==> src/rtl/accessor_job_sched.sv <==
// Two-requester job scheduler in front of a BRAM accessor: round-robin grant,
// row-count validation, run/drain sequencing and a per-job watchdog.
module accessor_job_sched #(
  parameter int CNT_BIT     = 31,
  parameter int MAX_COUNT   = 256,
  parameter int TIMEOUT_CYC = 1024
) (
  input  logic               clk,
  input  logic               reset,
  input  logic               req0_i,
  input  logic               req1_i,
  input  logic [CNT_BIT-1:0] count0_i,
  input  logic [CNT_BIT-1:0] count1_i,
  output logic               ack0_o,
  output logic               ack1_o,
  output logic               done0_o,
  output logic               done1_o,
  output logic               err0_o,
  output logic               err1_o,
  output logic               start_run_o,
  output logic [CNT_BIT-1:0] run_count_o,
  input  logic               acc_idle_i,
  input  logic               acc_done_i,
  output logic               busy_o,
  output logic               owner_o,
  output logic [15:0]        job_cnt_o
);

  localparam int WD_W = ($clog2(TIMEOUT_CYC) + 1 > 16) ? $clog2(TIMEOUT_CYC) + 1 : 16;
  localparam logic [WD_W-1:0]    WD_LIMIT = WD_W'(TIMEOUT_CYC - 1);
  localparam logic [CNT_BIT-1:0] CNT_MAX  = CNT_BIT'(MAX_COUNT);

  typedef enum logic [1:0] {IDLE, RUN, DRAIN} state_t;

  state_t                    state, state_nxt;
  logic [1:0]                req;
  logic [1:0][CNT_BIT-1:0]   cnt_in;
  logic [1:0]                ack_q, ack_d, done_q, done_d, err_q, err_d;
  logic                      run_q, run_d;
  logic [CNT_BIT-1:0]        rc_q, rc_d;
  logic                      own_q, own_d;
  logic                      rr_q, rr_d;
  logic [15:0]               jc_q, jc_d;
  logic [WD_W-1:0]           wd_q, wd_d;
  logic [1:0]                elig;
  logic                      gnt_idx;
  logic [CNT_BIT-1:0]        gnt_cnt;
  logic                      cnt_ok;

  assign req    = {req1_i, req0_i};
  assign cnt_in = {count1_i, count0_i};

  always_ff @(posedge clk) begin
    if (reset) begin
      state <= IDLE;
      ack_q <= '0;
      done_q <= '0;
      err_q <= '0;
      run_q <= 1'b0;
      rc_q <= '0;
      own_q <= 1'b0;
      rr_q <= 1'b0;
      jc_q <= '0;
      wd_q <= '0;
    end else begin
      state <= state_nxt;
      ack_q <= ack_d;
      done_q <= done_d;
      err_q <= err_d;
      run_q <= run_d;
      rc_q <= rc_d;
      own_q <= own_d;
      rr_q <= rr_d;
      jc_q <= jc_d;
      wd_q <= wd_d;
    end
  end

  // A requester whose ack is on the wire this cycle is still holding its
  // request; mask it so it cannot be granted twice for one job.
  always_comb begin
    elig    = req & ~ack_q;
    gnt_idx = (elig == 2'b11) ? rr_q : elig[1];
    gnt_cnt = cnt_in[gnt_idx];
    cnt_ok  = (gnt_cnt != '0) && (gnt_cnt <= CNT_MAX);
  end

  always_comb begin
    state_nxt = state;
    ack_d     = '0;
    done_d    = '0;
    err_d     = '0;
    run_d     = run_q;
    rc_d      = rc_q;
    own_d     = own_q;
    rr_d      = rr_q;
    jc_d      = jc_q;
    wd_d      = wd_q;
    unique case (state)
      IDLE: begin
        if (acc_idle_i && (elig != 2'b00)) begin
          ack_d[gnt_idx] = 1'b1;
          own_d          = gnt_idx;
          rr_d           = ~gnt_idx;
          if (cnt_ok) begin
            run_d     = 1'b1;
            rc_d      = gnt_cnt;
            wd_d      = '0;
            state_nxt = RUN;
          end else begin
            err_d[gnt_idx] = 1'b1;
          end
        end
      end
      RUN: begin
        // Completion takes priority over a simultaneous watchdog expiry.
        if (acc_done_i) begin
          run_d         = 1'b0;
          done_d[own_q] = 1'b1;
          jc_d          = jc_q + 16'd1;
          state_nxt     = DRAIN;
        end else if (wd_q == WD_LIMIT) begin
          run_d         = 1'b0;
          done_d[own_q] = 1'b1;
          err_d[own_q]  = 1'b1;
          state_nxt     = DRAIN;
        end else begin
          wd_d = wd_q + 1'b1;
        end
      end
      DRAIN: begin
        if (acc_idle_i) state_nxt = IDLE;
      end
      default: state_nxt = IDLE;
    endcase
  end

  assign ack0_o      = ack_q[0];
  assign ack1_o      = ack_q[1];
  assign done0_o     = done_q[0];
  assign done1_o     = done_q[1];
  assign err0_o      = err_q[0];
  assign err1_o      = err_q[1];
  assign start_run_o = run_q;
  assign run_count_o = rc_q;
  assign owner_o     = own_q;
  assign job_cnt_o   = jc_q;
  assign busy_o      = (state != IDLE);

endmodule
==> config.mk <==
export PLATFORM = sky130hd
export DESIGN_NAME = accessor_job_sched
export DESIGN_NICKNAME = d
export VERILOG_FILES = /design/src/rtl/accessor_job_sched.sv
export SDC_FILE = /design/constraint.sdc
export NUM_CORES = 1
export LEC_CHECK = 0
export ABC_AREA = 1
export CORE_ASPECT_RATIO = 0.6
export CORE_UTILIZATION = 46
export DETAILED_ROUTE_END_ITERATION = 16
export PLACE_DENSITY = 0.76
export SLEW_MARGIN = 25
export SYNTH_ARGS = -nofsm -noshare
export SYNTH_HDL_FRONTEND = slang
export SYNTH_SLANG_ARGS = --single-unit
==> constraint.sdc <==
create_clock -name clk -period 2.4 [get_ports clk]
set_clock_uncertainty 0.05 [all_clocks]
set_input_delay 0.24 -clock clk [delete_from_list [all_inputs] [get_ports clk]]
set_output_delay 0.24 -clock clk [all_outputs]
set_load 0.01 [all_outputs]
==> summary.txt <==
Status
  • Outcome: complete, no violations

Synth
  • Syn Nets: 637
  • Post-Synth XOR/XNOR Area: 2.33%
  • Top cells by instance count after synthesis: nand2_1 (169), nor2_1 (77), dfxtp_1 (74)
  • EDFF count, synth: 0
  • Post-synthesis cell area: 0.00375 mm²
  • Adder-Cell Fraction of Synth Area: 0.667%
  • Synth area leaders: dfxtp_1 (39%), nand2_1 (17%), nor2_1 (7.7%), inv_1 (5.8%), nand3_1 (5.3%)
  • Post-synth top flop: dfxtp_1
  • Seq/Total Area, Yosys: 39.5%
  • Largest family of logic cells by synthesized area: simple AND/OR/NAND/NOR gates
  • Area leader, netlist: dfxtp_1
  • Cells after Synth: 567
  • Synth top area share: 39.5%
  • Synthesized area per cell: 6.62 µm²
  • Distinct cells, synth: 34
  • Post-synthesis mux area share: 0%
  • Top-count cell post-synth: nand2_1
  • Synth warnings: 0
  • Complex-gate fraction of the synthesized area: 8.37%
  • FFs w/ async S/R, synth: 0%
  • Post-Synth Simple-Gate Area: 39.6%
  • #FFs+latches synth: 74

Floorplanning
  • Die area: ~0.0085 mm²
  • I/O pin count: 124
  • Die Width: approximately 120 µm
  • Core Rows: 25
  • Core Footprint: 0.00788 mm²
  • Starting Density: 47.6%
  • Die height: 72.0 µm

Global route
  • GR Overflow Total: 0
  • Gr usage total: a little over a quarter
  • Initial antenna violation count: 0
  • Vias in the first global route: 3,784
  • First-pass GRT wire length: approximately 18,000 µm
  • Pin count of the biggest net entering global routing: 57

Power
  • Sequential share of power: 39.4%
  • Sw Pwr: 0.703 mW
  • Comb power frac: 11.7%
  • Cell internal pwr: 2.44 mW
  • Net Sw Frac: 22.4%
  • Leakage power: 2.32 nW
  • P per Cell Area: 558 mW/mm²
  • Maximum vdd ir drop: 0.000341 V
  • Clk network pwr share: 48.9%
  • Final Power: between 3 and 4 mW

Critical path
  • CP max FO: 32
  • Worst path top cell family by delay: simple AND/OR/NAND/NOR gates
  • Critical path arrival: 2560 ps
  • Critical Path Max Stage Delay: 470 ps
  • Critical path class: primary input to flip-flop
  • Req. time, crit path: around 2600 ps
  • Critical path endpoint: wd_q[15]
  • CP cell instances: clkdlybuf4s50_1 -> inv_1 -> nor2_4 -> buf_12 -> nand3b_1 -> nand2_1 -> nand2_1 -> nor2_1 -> nand2_1 -> nor2_2 -> nor2_4 -> nand3_4 -> nand2_4 -> inv_1 -> buf_4 -> nand2_1 -> a21oi_1
  • Most used cell along the critical path: nand2_1
  • Startpoint Class: primary input
  • Worst R2R Path Depth: 17
  • Worst R2R Start: ack_q[0]
  • Slowest cell on the critical path: clkdlybuf4s50_1
  • Worst path depth: 17
  • Worst Path Buf+Inv: 5
  • FF-to-FF setup slack: 90 ps
  • RR Endpoint: wd_q[15]
  • Worst Setup End Kind: flip-flop
  • Setup crit start: req1_i

Layout
  • Post-route core utilization: 71.5%
  • Final net count: 771
  • Area delta synth->final: 50.2%
  • # fillers: 665
  • FF/Latch Area: 0.00148 mm²
  • Layout cells sized above 1: 9.21%
  • Area of the multi-input gates: 0.00197 mm²
  • Ant diodes: 0

Run
  • Max Cap Viol: 0

Timing
  • Setup slack after layout: 50.4 ps
  • Max frequency: 0.426 GHz
  • Least-Margin Pin Slew: 591 ps
  • Final period utilization: between 90% and 100%
  • Setup TNS: 0 ps
  • Fin. max-slew vios: 0
  • Final Hold Fails: 0
  • Fin Hold WS: 364 ps
  • Slew headroom: 60.6%
  • Final min period: 2350 ps
  • Final setup vio count: 0

Clock network
  • Clock buffer count from CTS: 9
  • H-tree levels: 3
  • Hold Buf Count CTS: 0
  • CTS sink cnt: 74
  • CTS tree: done
  • CTS Buffer Depth: 2
  • CTS Root Cell: clkbuf_16
  • Worst-Skew Late Latency: roughly 340 ps
  • Clock slew seen by the registers of the worst setup and hold paths: 60 ps

Placed design
  • GPL Wtd Cong: 0.874
  • Post-place setup slack: -280 ps
  • PortBufs: 123
  • DP HPWL: 7830 µm

Drt
  • DRT Wirelength: 11,400 µm
  • DR WL/cell: 14.0 µm
  • DR vias: around 4,100
  • Iteration-0 DRC Markers: 281
  • DRT antenna net count: 0
  • Drt pass-1 iters: 4
  • DRC errors left: 0
  • Via-to-Cell Ratio: 5.00

Hold path
  • Worst min path class: primary input to flip-flop
==> worst min-delay path by stage <==
stage                                from              end  slack, ps  cells past startpoint
final                               reset         state[1]        360                      4
after global routing                reset         state[1]        400                      4
after CTS                           reset    job_cnt_o[14]        350                      4
after detailed placement  run_count_o[27]  run_count_o[27]        380                      2
after global placement    run_count_o[30]  run_count_o[30]        370                      2
after floorplan                acc_done_i     job_cnt_o[1]        350                      2
==> power by group through the flow <==
stage / Sequential [mW] / Clock (mW) / Combinational [mW]
3_5_place_dp: 1.26 / 0 / 0.355
4_1_cts: 1.24 / 1.56 / 0.357
5_1_grt: 1.24 / 1.61 / 0.404
2_1_floorplan: 1.27 / 0 / 0.174
6_report: 1.24 / 1.54 / 0.369
3_3_place_gp: 1.26 / 0 / 0.346
==> per-layer routing <==
metal	global-route usage, %	vias to the layer above	part of all wire (%)
li1	-	2058	-
met1	34.2	1872	48
met2	42.4	119	44
met3	10.7	17	7.4
met4	7.03	0	1.1
met5	0	-	0
==> metrics by stage <==
| stage | std cells | cell area [µm²] |
|---|---|---|
| 2_1_floorplan | 567 | 3750 |
| 3_3_place_gp | 796 | 5190 |
| 3_5_place_dp | 796 | 5190 |
| 4_1_cts | 812 | 5530 |
| 5_1_grt | 814 | 5640 |
| 6_report | 814 | 5640 |
==> sequential cells by signal (all words and copies together), names as in the netlist <==
| register | cells |
|---|---|
| run_count_o | 31 |
| job_cnt_o | 16 |
| wd_q | 16 |
| ack_q | 2 |
| done_q | 2 |
| err_q | 2 |
| state | 2 |
| owner_o | 1 |
| rr_q | 1 |
| start_run_o | 1 |
==> worst register-to-register path, delay by kind of cell (launching register included) <==
kind | cells | cell delay, ps
simple gates | 12 | 1210
buf+inv | 4 | 530
flops | 1 | 320
compound gates | 1 | 150
==> cells in the final DEF (no fill, tap or decap), types with 2 or more instances in the layout <==
cell / Yosys / routed
a21oi_1: 37 / 35
nand4_1: 4 / 4
nand3_4: 0 / 2
nor3_1: 13 / 12
nor3_2: 2 / 3
clkbuf_16: 0 / 10
buf_6: 3 / 2
dfxtp_1: 74 / 74
clkbuf_1: 5 / 2
a211oi_1: 2 / 2
xor2_1: 10 / 10
inv_1: 58 / 57
o21ai_0: 13 / 13
nand2_1: 169 / 168
nand2_2: 3 / 2
nor2_4: 2 / 3
nand3_1: 40 / 40
nor4_1: 3 / 3
o21a_1: 3 / 3
buf_4: 3 / 16
buf_12: 0 / 4
or2_2: 5 / 5
a21oi_2: 0 / 2
ha_1: 2 / 2
bufinv_16: 0 / 3
nand3b_1: 12 / 12
nand2_4: 0 / 2
nor2_1: 77 / 74
clkdlybuf4s50_1: 0 / 122
nor2_2: 1 / 3
==> cells by family after synthesis <==
kind of cell,Yosys count
simple gates,339
buf+inv,83
flops,74
compound gates,59
xor+xnor,10
fa+ha+maj,2
==> repair_timing <==
item,in CTS,in global routing
endpoints found under the setup margin,0,39
buffers inserted,0,1
resized for setup,0,19
==> area by class of cell <==
type                       instances  area share (%)
multi-input combinational        410            35.0
tap                              108            2.40
clock inverter                     5            1.82
clock buffer                      11            4.13
timing repair buffer             147            26.4
inverter                          59            3.93
sequential                        74            26.3
Note: power is estimated with default switching activity, not from simulation.
